--- src/rtl/rpn_pkg.sv ---
// rtl/rpn_pkg.sv - shared types and constants for the RPN stack calculator
package rpn_pkg;

    typedef enum logic [2:0] {
        OP_ADD  = 3'b000,
        OP_SUB  = 3'b001,
        OP_OR   = 3'b010,
        OP_AND  = 3'b011,
        OP_XOR  = 3'b100,
        OP_DUP  = 3'b101,
        OP_SWAP = 3'b110,
        OP_DROP = 3'b111
    } opcode_e;

    typedef enum logic [1:0] {
        S_IDLE  = 2'd0,
        S_EXEC  = 2'd1,
        S_ERROR = 2'd2
    } state_e;

    // Bit positions inside the 5-bit {N,Z,C,V,P} flag word
    localparam int FLAG_N = 4;
    localparam int FLAG_Z = 3;
    localparam int FLAG_C = 2;
    localparam int FLAG_V = 1;
    localparam int FLAG_P = 0;

    // Bit positions inside the 3-bit {Error,Full,Empty} status word
    localparam int STAT_ERROR = 2;
    localparam int STAT_FULL  = 1;
    localparam int STAT_EMPTY = 0;

endpackage

--- src/rtl/rpn_alu.sv ---
// rtl/rpn_alu.sv - combinational two-operand ALU with N/Z/C/V/P flag generation
module rpn_alu
    import rpn_pkg::*;
#(
    parameter int WIDTH = 16
) (
    input  logic [WIDTH-1:0] a_i,
    input  logic [WIDTH-1:0] b_i,
    input  opcode_e          opcode_i,
    output logic [WIDTH-1:0] res_o,
    output logic [4:0]       flags_o
);

    logic [WIDTH:0] sum;
    logic [WIDTH:0] diff;
    logic           carry;
    logic           ovf;

    // Subtraction is A + ~B + 1, so its carry out is the "no borrow" indication
    assign sum  = {1'b0, a_i} + {1'b0, b_i};
    assign diff = {1'b0, a_i} + {1'b0, ~b_i} + {{WIDTH{1'b0}}, 1'b1};

    // Result select plus flag derivation; stack-shuffle opcodes produce nothing useful here
    always_comb begin
        res_o = '0;
        carry = 1'b0;
        ovf   = 1'b0;
        case (opcode_i)
            OP_ADD: begin
                res_o = sum[WIDTH-1:0];
                carry = sum[WIDTH];
                ovf   = (a_i[WIDTH-1] == b_i[WIDTH-1]) && (sum[WIDTH-1] != a_i[WIDTH-1]);
            end
            OP_SUB: begin
                res_o = diff[WIDTH-1:0];
                carry = diff[WIDTH];
                ovf   = (a_i[WIDTH-1] != b_i[WIDTH-1]) && (diff[WIDTH-1] != a_i[WIDTH-1]);
            end
            OP_OR:   res_o = a_i | b_i;
            OP_AND:  res_o = a_i & b_i;
            OP_XOR:  res_o = a_i ^ b_i;
            default: res_o = '0;
        endcase
        flags_o         = '0;
        flags_o[FLAG_N] = res_o[WIDTH-1];
        flags_o[FLAG_Z] = (res_o == '0);
        flags_o[FLAG_C] = carry;
        flags_o[FLAG_V] = ovf;
        flags_o[FLAG_P] = ^res_o;
    end

endmodule

--- src/rtl/rpn_stack_calc.sv ---
// rtl/rpn_stack_calc.sv - RPN calculator core: operand stack, FSM, legality check, one-level undo
module rpn_stack_calc
    import rpn_pkg::*;
#(
    parameter int WIDTH = 16,
    parameter int DEPTH = 4
) (
    input  logic                       clk,
    input  logic                       resetN,
    input  logic                       EnterPulse,
    input  logic                       UndoPulse,
    input  logic                       OpMode,
    input  logic [WIDTH-1:0]           DataIn,
    output logic [31:0]                ToDisplay,
    output logic [WIDTH-1:0]           Top,
    output logic [$clog2(DEPTH+1)-1:0] Depth,
    output logic [4:0]                 Flags,
    output logic [2:0]                 Status
);

    localparam int             DW      = $clog2(DEPTH + 1);
    localparam logic [DW-1:0]  DEPTH_C = DW'(DEPTH);
    localparam logic [DW-1:0]  TWO_C   = DW'(2);

    state_e           state_q, state_d;
    logic             cmd_undo_q, cmd_undo_d;
    logic             cmd_mode_q, cmd_mode_d;
    logic [WIDTH-1:0] cmd_data_q, cmd_data_d;

    logic [WIDTH-1:0] stack_q  [DEPTH];
    logic [WIDTH-1:0] stack_d  [DEPTH];
    logic [WIDTH-1:0] shadow_q [DEPTH];
    logic [WIDTH-1:0] shadow_d [DEPTH];
    logic [DW-1:0]    depth_q, depth_d;
    logic [DW-1:0]    shadow_depth_q, shadow_depth_d;
    logic [4:0]       flags_q, flags_d;
    logic [4:0]       shadow_flags_q, shadow_flags_d;
    logic             undo_valid_q, undo_valid_d;

    opcode_e          cmd_op;
    logic             cmd_legal;
    logic             any_pulse;
    logic             commit;
    logic             restore;
    logic [WIDTH-1:0] alu_res;
    logic [4:0]       alu_flags;

    assign cmd_op    = opcode_e'(cmd_data_q[2:0]);
    assign any_pulse = EnterPulse | UndoPulse;
    assign commit    = (state_q == S_EXEC) && !cmd_undo_q && cmd_legal;
    assign restore   = (state_q == S_EXEC) && cmd_undo_q && undo_valid_q;

    rpn_alu #(
        .WIDTH(WIDTH)
    ) u_alu (
        .a_i      (stack_q[1]),
        .b_i      (stack_q[0]),
        .opcode_i (cmd_op),
        .res_o    (alu_res),
        .flags_o  (alu_flags)
    );

    // Legality of the latched Enter command against the current stack depth
    always_comb begin
        cmd_legal = 1'b0;
        if (!cmd_mode_q) begin
            cmd_legal = (depth_q != DEPTH_C);
        end else begin
            case (cmd_op)
                OP_DUP:  cmd_legal = (depth_q != '0) && (depth_q != DEPTH_C);
                OP_DROP: cmd_legal = (depth_q != '0);
                default: cmd_legal = (depth_q >= TWO_C);
            endcase
        end
    end

    // FSM state register
    always_ff @(posedge clk or negedge resetN) begin
        if (!resetN) begin
            state_q <= S_IDLE;
        end else begin
            state_q <= state_d;
        end
    end

    // FSM next state: pulses arriving in EXEC are ignored, ERROR is left by any pulse
    always_comb begin
        state_d = state_q;
        case (state_q)
            S_IDLE:  if (any_pulse) state_d = S_EXEC;
            S_EXEC:  state_d = (!cmd_undo_q && !cmd_legal) ? S_ERROR : S_IDLE;
            S_ERROR: if (any_pulse) state_d = S_IDLE;
            default: state_d = S_IDLE;
        endcase
    end

    // FSM outputs: status and display words, all from registers except the empty-stack display
    always_comb begin
        Status             = '0;
        Status[STAT_ERROR] = (state_q == S_ERROR);
        Status[STAT_FULL]  = (depth_q == DEPTH_C);
        Status[STAT_EMPTY] = (depth_q == '0);
        Top                = stack_q[0];
        Depth              = depth_q;
        Flags              = flags_q;
        ToDisplay          = (depth_q == '0) ? 32'(DataIn) : 32'(stack_q[0]);
    end

    // Datapath next state: command latch, undo restore, snapshot-then-commit
    always_comb begin
        cmd_undo_d     = cmd_undo_q;
        cmd_mode_d     = cmd_mode_q;
        cmd_data_d     = cmd_data_q;
        stack_d        = stack_q;
        shadow_d       = shadow_q;
        depth_d        = depth_q;
        shadow_depth_d = shadow_depth_q;
        flags_d        = flags_q;
        shadow_flags_d = shadow_flags_q;
        undo_valid_d   = undo_valid_q;

        if ((state_q == S_IDLE) && any_pulse) begin
            cmd_undo_d = UndoPulse;
            cmd_mode_d = OpMode;
            cmd_data_d = DataIn;
        end

        if (restore) begin
            stack_d      = shadow_q;
            depth_d      = shadow_depth_q;
            flags_d      = shadow_flags_q;
            undo_valid_d = 1'b0;
        end else if (commit) begin
            shadow_d       = stack_q;
            shadow_depth_d = depth_q;
            shadow_flags_d = flags_q;
            undo_valid_d   = 1'b1;
            if (!cmd_mode_q) begin
                for (int i = 1; i < DEPTH; i++) stack_d[i] = stack_q[i-1];
                stack_d[0] = cmd_data_q;
                depth_d    = depth_q + DW'(1);
            end else begin
                case (cmd_op)
                    OP_DUP: begin
                        for (int i = 1; i < DEPTH; i++) stack_d[i] = stack_q[i-1];
                        depth_d = depth_q + DW'(1);
                    end
                    OP_SWAP: begin
                        stack_d[0] = stack_q[1];
                        stack_d[1] = stack_q[0];
                    end
                    OP_DROP: begin
                        for (int i = 0; i < DEPTH - 1; i++) stack_d[i] = stack_q[i+1];
                        stack_d[DEPTH-1] = '0;
                        depth_d          = depth_q - DW'(1);
                    end
                    default: begin
                        stack_d[0] = alu_res;
                        for (int i = 1; i < DEPTH - 1; i++) stack_d[i] = stack_q[i+1];
                        stack_d[DEPTH-1] = '0;
                        depth_d          = depth_q - DW'(1);
                        flags_d          = alu_flags;
                    end
                endcase
            end
        end
    end

    // Datapath registers; an asynchronous reset mid-EXEC discards the pending command
    always_ff @(posedge clk or negedge resetN) begin
        if (!resetN) begin
            cmd_undo_q     <= 1'b0;
            cmd_mode_q     <= 1'b0;
            cmd_data_q     <= '0;
            for (int i = 0; i < DEPTH; i++) begin
                stack_q[i]  <= '0;
                shadow_q[i] <= '0;
            end
            depth_q        <= '0;
            shadow_depth_q <= '0;
            flags_q        <= '0;
            shadow_flags_q <= '0;
            undo_valid_q   <= 1'b0;
        end else begin
            cmd_undo_q     <= cmd_undo_d;
            cmd_mode_q     <= cmd_mode_d;
            cmd_data_q     <= cmd_data_d;
            stack_q        <= stack_d;
            shadow_q       <= shadow_d;
            depth_q        <= depth_d;
            shadow_depth_q <= shadow_depth_d;
            flags_q        <= flags_d;
            shadow_flags_q <= shadow_flags_d;
            undo_valid_q   <= undo_valid_d;
        end
    end

endmodule

--- config.mk ---
export PLATFORM = sky130hd
export DESIGN_NAME = rpn_stack_calc
export DESIGN_NICKNAME = d
export VERILOG_FILES = /design/src/rtl/rpn_pkg.sv /design/src/rtl/rpn_alu.sv /design/src/rtl/rpn_stack_calc.sv
export SDC_FILE = /design/constraint.sdc
export NUM_CORES = 1
export LEC_CHECK = 0
export BUFFER_PORTS_ARGS = -buffer_cell sky130_fd_sc_hd__buf_2
export CAP_MARGIN = 10
export CORE_ASPECT_RATIO = 0.5
export CORE_MARGIN = 4
export CORE_UTILIZATION = 45
export DETAILED_ROUTE_END_ITERATION = 8
export SETUP_SLACK_MARGIN = 0.4
export SLEW_MARGIN = 5
export SYNTH_ARGS = -nofsm -noshare
export SYNTH_HDL_FRONTEND = slang
export SYNTH_HIERARCHICAL = 1
export SYNTH_SLANG_ARGS = --single-unit
--- constraint.sdc ---
create_clock -name clk -period 4.6 [get_ports clk]
set_clock_uncertainty 0.15 [all_clocks]
set_input_delay 0.69 -clock clk [delete_from_list [all_inputs] [get_ports clk]]
set_output_delay 0.69 -clock clk [all_outputs]
set_load 0.005 [all_outputs]
Yosys cells after proc, flatten, opt, wreduce, memory -nomap -nowiden --
Cells that the tools add are included.
Word-level totals: flip-flop bits (word level) 165, latch bits 0, bits in writable memories 0, memory bits (read-only) 0, input bits 21, output and inout bits 59, logic and storage cells 102, memories 0
Operators by class: $add $sub $neg 5, multipliers 0, divide/modulo/power cells 0, $lt $le $gt $ge 1, equal/unequal tests 20, shift-type cells 0, muxes and demuxes 26, bitwise operators 6, reduce and logical (&&, ||, !) cells 27
Operators with widths (number):
- $mux 64 | 3
- $pmux 16 s5 | 1
- $pmux 32 s2 | 1
- $add 16x16->17 | 2
- $mux 16 | 2
- $pmux 16 s2 | 1
- $mux 5 | 4
- $add 17x1->17 const B | 1
- $and 16x16->16 | 1
- $logic_not 16->1 | 1
- $not 16->16 | 1
- $or 16x16->16 | 1
- $reduce_xor 16->1 | 1
- $xor 16x16->16 | 1
- $eq 3x3->1 const B | 5
- $logic_and 1x1->1 | 9
- $mux 3 | 3
- $ne 3x3->1 const B | 3
- $reduce_and 2->1 | 4
- $eq 3x2->1 const B | 2
- $logic_not 3->1 | 2
- $mux 2 | 3
- $pmux 1 s2 | 3
- $pmux 2 s3 | 1
- other kinds (21) | 29

Depth between registers and ports, before layout --
Gate-level depths: netlist of run 1.
depth in word-level cells 10, mapped depth 17

Modules after synthesis --
The synthesis of run 1 kept the hierarchy.
Modules (own cells, without submodules):
- rpn_stack_calc | times used 1, cells each 938, area each 8124.0 µm², sequential area each 4129.0 µm²
- rpn_alu | times used 1, cells each 432, area each 2904.0 µm², sequential area each 0.0 µm²

Worst setup path after synthesis of run 1 --
Ideal clock, no wire load.
kind reg-to-reg, start reg stack_q, in the netlist Top[0], end reg flags_q[0] (netlist: Flags[0]), library setup time 0.077 ns, data arrival time 3.277 ns, slack 1.096 ns, cell stages (with the launch flop) 16, path buffers 0, path through dfrtp_1 > ha_1 > fa_1 > a21o_1 > a221oi_2 > nor4_2 > a211oi_2 > o31ai_1 > o2111ai_1 > a21oi_1 > ha_1 > xnor2_1 > xnor2_1 > xnor2_1 > mux2i_1 > a21oi_1
Between the ends: word-level cells in the longest chain between the ends 9, elaborated cells on any way between the ends 13, those cells by class add/sub: 3; mux: 5; bitwise: 4; reduce/logical: 1
RTL lines:
- from (decl) | line rpn_stack_calc.sv:30 | logic [WIDTH-1:0] stack_q [DEPTH];
- from (signal assigned) | line rpn_stack_calc.sv:188 | stack_q <= stack_d;
- $not 16->16 | line rpn_alu.sv:21 | assign diff = {1'b0, a_i} + {1'b0, ~b_i} + {{WIDTH{1'b0}}, 1'b1};
- $add 16x16->17 | line rpn_alu.sv:21
- $add 17x1->17 | line rpn_alu.sv:21
- $pmux 16 s5 * | line rpn_alu.sv:28 | case (opcode_i)
- $reduce_xor 16->1 * | line rpn_alu.sv:49 | flags_o[FLAG_P] = ^res_o;
- net alu_flags[0] | line rpn_stack_calc.sv:46 | logic [4:0] alu_flags;
- $mux 5 * | line rpn_stack_calc.sv:143 | case (cmd_op)
- $mux 5 * | line rpn_stack_calc.sv:138 | if (!cmd_mode_q) begin
- $mux 5 * | line rpn_stack_calc.sv:133 | end else if (commit) begin
- $mux 5 * | line rpn_stack_calc.sv:128 | if (restore) begin
- to (signal assigned) | line rpn_stack_calc.sv:192 | flags_q <= flags_d;
- to (decl) | line rpn_stack_calc.sv:36 | logic [4:0] flags_q, flags_d;
The timed path passes the listed nets; every way through them passes the cells marked *. The select of a mux whose other input is x is not followed. A chain may end at the register's enable or synchronous reset.

Worst setup path in the final report of run 1 --
start reg stack_q[35] in the netlist's numbering, end reg flags_q[0] (netlist: Flags[0])
Between the ends: word-level cells in the longest chain between the ends 8, elaborated cells on any way between the ends 12, those cells by class add/sub: 3; mux: 5; bitwise: 3; reduce/logical: 1
RTL lines (line):
- $add 16x16->17 | rpn_alu.sv:21
- $add 17x1->17 | rpn_alu.sv:21
- $pmux 16 s5 * | rpn_alu.sv:28
- $reduce_xor 16->1 * | rpn_alu.sv:49
- net alu_flags[0] | rpn_stack_calc.sv:46
- $mux 5 * | rpn_stack_calc.sv:143
- $mux 5 * | rpn_stack_calc.sv:138
- $mux 5 * | rpn_stack_calc.sv:133
- $mux 5 * | rpn_stack_calc.sv:128
Marks and branches as above.

==> results.sh, run 1 <==
export IMPL_seq_area_sq_um=4130
export IMPL_synth_avg_cell_area_sq_um=8.05
export IMPL_r2r_start="stack_q[35]"
export IMPL_status="finished, final reports clean"
export IMPL_postCtsHoldBufs=0
export IMPL_cp_slowest_cell="dfrtp_1"
export IMPL_min_path_type="in2async"
export IMPL_rr_worst_depth=15
export IMPL_io_pins=80
export IMPL_yosysUniqueCellTypes=80
export IMPL_antennaDiodeCount=0
export IMPL_timing_fmax_ghz=0.246
export IMPL_postPlaceCellArea_sq_um=11500
export IMPL_first_global_vias=9315
export IMPL_setup_viol=0
export IMPL_end_kind="flip-flop"
export IMPL_critPathLaunchType="flip-flop"
export IMPL_synth_cells=1370
export IMPL_clock_path_buffers=2
export IMPL_die_w_microns=229
export IMPL_post_cts_buffers=0
export IMPL_drive_gt1_share_pct=15.0
export IMPL_antenna_left=0
export IMPL_cp_required_ps=4790
export IMPL_via_per_inst=5.92
export IMPL_ys_top_cells_by_count="341 x nand2_1, 165 x dfrtp_1, 123 x nor2_1"
export IMPL_synth_most_common_cell="nand2_1"
export IMPL_finalHoldViolCount=0
export IMPL_drtPass1Iterations=8
export IMPL_slowest_delay_ps=500
export IMPL_cts_tree="built"
export IMPL_die_area_sq_um=27200
export IMPL_dieHeight_microns=119
export IMPL_cts_max_level=4
export IMPL_synth_edf_count=0
export IMPL_synthArstFlopShare_pct=100
export IMPL_setup_tns_final_ps=0
export IMPL_num_fill_cells=2296
export IMPL_drc=0
export IMPL_numCtsBuffers=17
export IMPL_grt_pass1_wl_mm=54.4
export IMPL_design_area_sq_um=12100
export IMPL_crit_fanout=9
export IMPL_clkSinkCount=165
export IMPL_gr_usage_all_layers_pct=25.2
export IMPL_antenna_found_initial=0
export IMPL_path_delay_family="compound AO/OA/AOI/OAI gates"
export IMPL_crit_end="Flags[0]"
export IMPL_path_cells="inv_1 -> ha_1 -> nor2_1 -> o221ai_2 -> a31oi_4 -> a211o_1 -> nor2_1 -> o32a_1 -> a311oi_1 -> ha_1 -> xnor2_1 -> xnor2_1 -> xnor2_1 -> mux2i_1 -> a21oi_1"
export IMPL_totalWireLength_mm=34.5
export IMPL_grt_overflow=0
export IMPL_critPathBufInv=1
export IMPL_vias=10100
export IMPL_min_period_ps=4070
export IMPL_critPathKind="reg2reg"
export IMPL_cp_depth=15
export IMPL_port_buffers=63
export IMPL_drt_iter0_markers=1196
export IMPL_initial_core_util_pct=45.9
export IMPL_dp_hpwl_mm=23.2
export IMPL_synthTopCellsByArea="dfrtp_1 37%, nand2_1 12%, ha_1 7.0%, mux2_2 5.0%, o21ai_0 4.6%"
export IMPL_slew_violations=0
export IMPL_area_growth_pct=9.42
export IMPL_tightest_slew_ps=942
export IMPL_drv_cap=0
export IMPL_synth_seq_cells=165
export IMPL_layout_worst_path_cycle_share_pct=88.5
export IMPL_yosysSeqAreaShare_pct=37.4
export IMPL_wl_per_cell_microns=20.3
export IMPL_ys_warn_count=6
export IMPL_ctsResizeCount=0
export IMPL_synthFlopType="dfrtp_1"
export IMPL_crit_start="stack_q[35]"
export IMPL_syn_area_sq_um=11000
export IMPL_gp_congestion=0.955
export IMPL_worstSkewPairLatency_ps=430
export IMPL_synth_top_area_cell="dfrtp_1"
export IMPL_multi_input_area_sq_um=6160
export IMPL_cts_root_buffer="clkbuf_16"
export IMPL_fin_nets=1460
export IMPL_r2r_slack_ps=530
export IMPL_crit_arrival_ps=4260
export IMPL_timing_rr_end="Flags[0]"
export IMPL_slew_headroom_pct=37.2
export IMPL_rsz0062_at_grt="no"
export IMPL_rows=40
export IMPL_core_sq_um=24000
export IMPL_synth_top_cell_area_share_pct=37.4
export IMPL_grt_max_degree=92
export IMPL_clkSlewWorstSetupHoldPaths_ps=70
export IMPL_critPathMostFrequentCell="xnor2_1"
cell type report:
cell class              instances  area share (%)
multi-input cells            1039            51.0
repair buffers                 98            4.95
flip-flops and latches        165            34.3
clock buffers                  21            3.82
clock inverters                10            1.02
inverters                      54            1.68
well taps                     315            3.27
cells in the final DEF, fill, tap and decap left out, drive strengths merged, types with 36 or more instances in the layout:
cell type	count
a21oi	68
buf	98
dfrtp	165
ha	62
inv	56
mux2	49
nand2	341
nand3	36
nor2	124
o21ai	107
worst min-delay path by stage:
| stage | start | endpoint | slack, ps | cells past startpoint |
|---|---|---|---|---|
| 6_report | resetN | Flags[4] | 200 | 1 |
| 5_1_grt | resetN | shadow_q[62] | 250 | 1 |
| 4_1_cts | resetN | shadow_flags_q[1] | 230 | 1 |
| 3_5_place_dp | shadow_q[28] | shadow_q[28] | 310 | 2 |
| 3_3_place_gp | shadow_depth_q[1] | Depth[1] | 310 | 2 |
| 2_1_floorplan | resetN | Depth[0] | 240 | 0 |
metal layers:
layer  global-route usage [%]  up-vias  part of all wire (%)
li1                         -     4645                     -
met3                     6.84       35                   9.0
met5                        0        -                     0
met2                     34.6      413                    41
met4                     4.97        0                   1.1
met1                     39.2     4990                    48
through the flow:
stage	utilization, %	worst slack [ps]	instances	hold slack [ps]
detailed placement	47.7	588	1671	312
global placement	47.7	643	1671	306
floorplan	-	1100	1385	244
finish	50.2	530	1702	197
CTS	50.1	509	1702	231
global route	50.2	397	1702	248
state kept, by name (all words and copies together) (netlist names):
name            cells
Depth               3
Flags               5
Top                16
cmd_data_q         16
cmd_mode_q          1
cmd_undo_q          1
shadow_depth_q      3
shadow_flags_q      5
shadow_q           64
stack_q            48
state_q             2
undo_valid_q        1
cells by family (layout without fill, tap and decap cells):
| kind of cell | Yosys count | count (layout) | synth area share (%) |
|---|---|---|---|
| compound gates | 315 | 315 | 18.6 |
| xor+xnor | 10 | 10 | 0.794 |
| fa+ha+maj | 64 | 64 | 7.40 |
| buf+inv | 181 | 183 | 7.75 |
| flops | 165 | 165 | 37.4 |
| mux | 60 | 60 | 6.00 |
| other cells | 1 | 16 | 0.0340 |
| simple gates | 574 | 574 | 22.0 |
Power of run 1 is not shown: default switching activity piles up to over one toggle a cycle in this logic, so the estimate is an artifact.
==> run 2: changes to the inputs <==
==> constraint.sdc (replaced) <==
create_clock -name clk -period 5.1 [get_ports clk]
set_clock_uncertainty 0.15 [all_clocks]
set_input_delay 0.765 -clock clk [delete_from_list [all_inputs] [get_ports clk]]
set_output_delay 0.765 -clock clk [all_outputs]
set_load 0.005 [all_outputs]
==> run 2 against run 1 <==
- critical path depth is the same
- utilization is 0.29 points lower
- global-route usage decreased by 1.0 points
- first-iteration DRC count decreased by 15%
- count of clock-buffer cells in the layout fell by 1
- wire length fell by 4.1%
==> results.sh, run 2 (same netlist as run 1, synthesis figures left out) <==
export IMPL_status="finished, final reports clean"
export IMPL_grtUsageMet3_pct=5.15
export IMPL_gp_congestion=0.946
export IMPL_setup_tns_final_ps=0
export IMPL_antenna_found_initial=1
export IMPL_most_common_layout_cells="341 x nand2_1, 165 x dfrtp_1, 123 x nor2_1"
export IMPL_totalWireLength_mm=33.1
export IMPL_drc=0
export IMPL_vias=9953
export IMPL_tightest_slew_ps=1120
export IMPL_grt_pass1_wl_mm=52.6
export IMPL_cp_required_ps=5300
export IMPL_gr_usage_met2_pct=34.1
export IMPL_top_regs="shadow_q: 64 flops, stack_q: 48 flops"
export IMPL_layout_worst_path_cycle_share_pct=81.5
export IMPL_fin_nets=1451
export IMPL_initial_core_util_pct=45.9
export IMPL_via_per_inst=5.88
export IMPL_post_cts_buffers=0
export IMPL_die_area_sq_um=27200
export IMPL_wl_per_cell_microns=19.6
export IMPL_critPathKind="reg2reg"
export IMPL_clock_path_buffers=2
export IMPL_cts_tree="built"
export IMPL_worstSkewPairLatency_ps=440
export IMPL_core_sq_um=24000
export IMPL_clkSlewWorstSetupHoldPaths_ps=70
export IMPL_ctsResizeCount=0
export IMPL_pre_cts_ws_ps=1070
export IMPL_antenna_left=0
export IMPL_setup_viol=0
export IMPL_slew_violations=0
export IMPL_drt_iter0_markers=1017
export IMPL_slew_headroom_pct=25.2
export IMPL_postCtsHoldBufs=0
export IMPL_numCtsBuffers=17
export IMPL_grt_max_degree=113
export IMPL_cts_root_buffer="clkbuf_16"
export IMPL_dieHeight_microns=119
export IMPL_grt_overflow=0
export IMPL_largest_reg_flops=64
export IMPL_critPathLaunchType="flip-flop"
export IMPL_drv_cap=0
export IMPL_met1_usage_pct=37.8
export IMPL_first_global_vias=9021
export IMPL_largest_register="shadow_q"
export IMPL_crit_arrival_ps=4350
export IMPL_top_usage_layer="met1"
export IMPL_cts_max_level=4
export IMPL_min_path_type="in2async"
export IMPL_io_pins=80
export IMPL_end_kind="flip-flop"
export IMPL_fin_ws_ps=946
export IMPL_drtPass1Iterations=7
export IMPL_min_period_ps=4150
export IMPL_finalHoldViolCount=0
export IMPL_gr_usage_all_layers_pct=24.1
export IMPL_layout_commonest_cell="nand2_1"
export IMPL_rsz0062_at_grt="no"
export IMPL_clkSinkCount=165
export IMPL_port_buffers=63
export IMPL_crit_fanout=9
export IMPL_rows=40
export IMPL_dp_hpwl_mm=22.3
export IMPL_area_growth_pct=8.79
export IMPL_die_w_microns=229
export IMPL_drive_gt1_share_pct=14.0
export IMPL_antennaDiodeCount=0
export IMPL_timing_fmax_ghz=0.241
## run 2: cell count changes in the layout (fill, tap and decap cells not counted), moves of 3 or more
cell     previous run  this run
ha_2                3         0
buf_4              34        24
dfrtp_1           161       165
ha_1               59        62
inv_6               1         4
dfrtp_2             4         0
## run 2: per-layer routing
| metal | share of wire (%) | vias up |
|---|---|---|
| met3 | 8.2 | 23 |
| li1 | - | 4653 |
| met2 | 42 | 379 |
| met1 | 49 | 4898 |
| met5 | 0 | - |
| met4 | 0.75 | 0 |
## run 2: per-stage QoR
step	hold slack (ps)	util [%]	cell area [sq um]	instances
2_1_floorplan	296	-	11100	1385
3_3_place_gp	307	47.4	11400	1662
3_5_place_dp	312	47.4	11400	1662
4_1_cts	329	49.9	12000	1694
5_1_grt	342	49.9	12000	1694
6_report	299	49.9	12000	1694
## run 2: final timing paths
check / startpoint / endpoint / slack [ps] / cells past startpoint
min reg2reg: shadow_q[4] / shadow_q[4] / 330 / 2
max reg2reg: Top[3] / Flags[0] / 950 / 15
max in group asynchronous: resetN / shadow_q[17] / 3380 / 2
min in group clk: shadow_q[4] / shadow_q[4] / 330 / 2
max: Top[3] / Flags[0] / 950 / 15
min: resetN / shadow_q[62] / 300 / 1
## run 2: worst max-delay path, cell delays in order (launching register included)
cell	delay, ps
dfrtp_1	540
inv_1	110
ha_1	410
nor2_1	210
o221ai_2	170
a31oi_4	310
a211o_1	230
nor2_1	60
o32a_1	320
a311oi_1	380
ha_1	320
xnor2_1	260
xnor2_1	180
xnor2_1	140
mux2i_1	90
a21oi_1	170
## run 2: layout make-up
type / count / area, sq um
Timing Repair Buffer: 89 / 542
Inverter: 54 / 203
Multi-Input combinational cell: 1039 / 6130
Fill cell: 2289 / 12000
Clock buffer: 20 / 467
Clock inverter: 12 / 135
Sequential cell: 165 / 4130
Tap cell: 315 / 394
Power of run 2 is left out for the same reason.
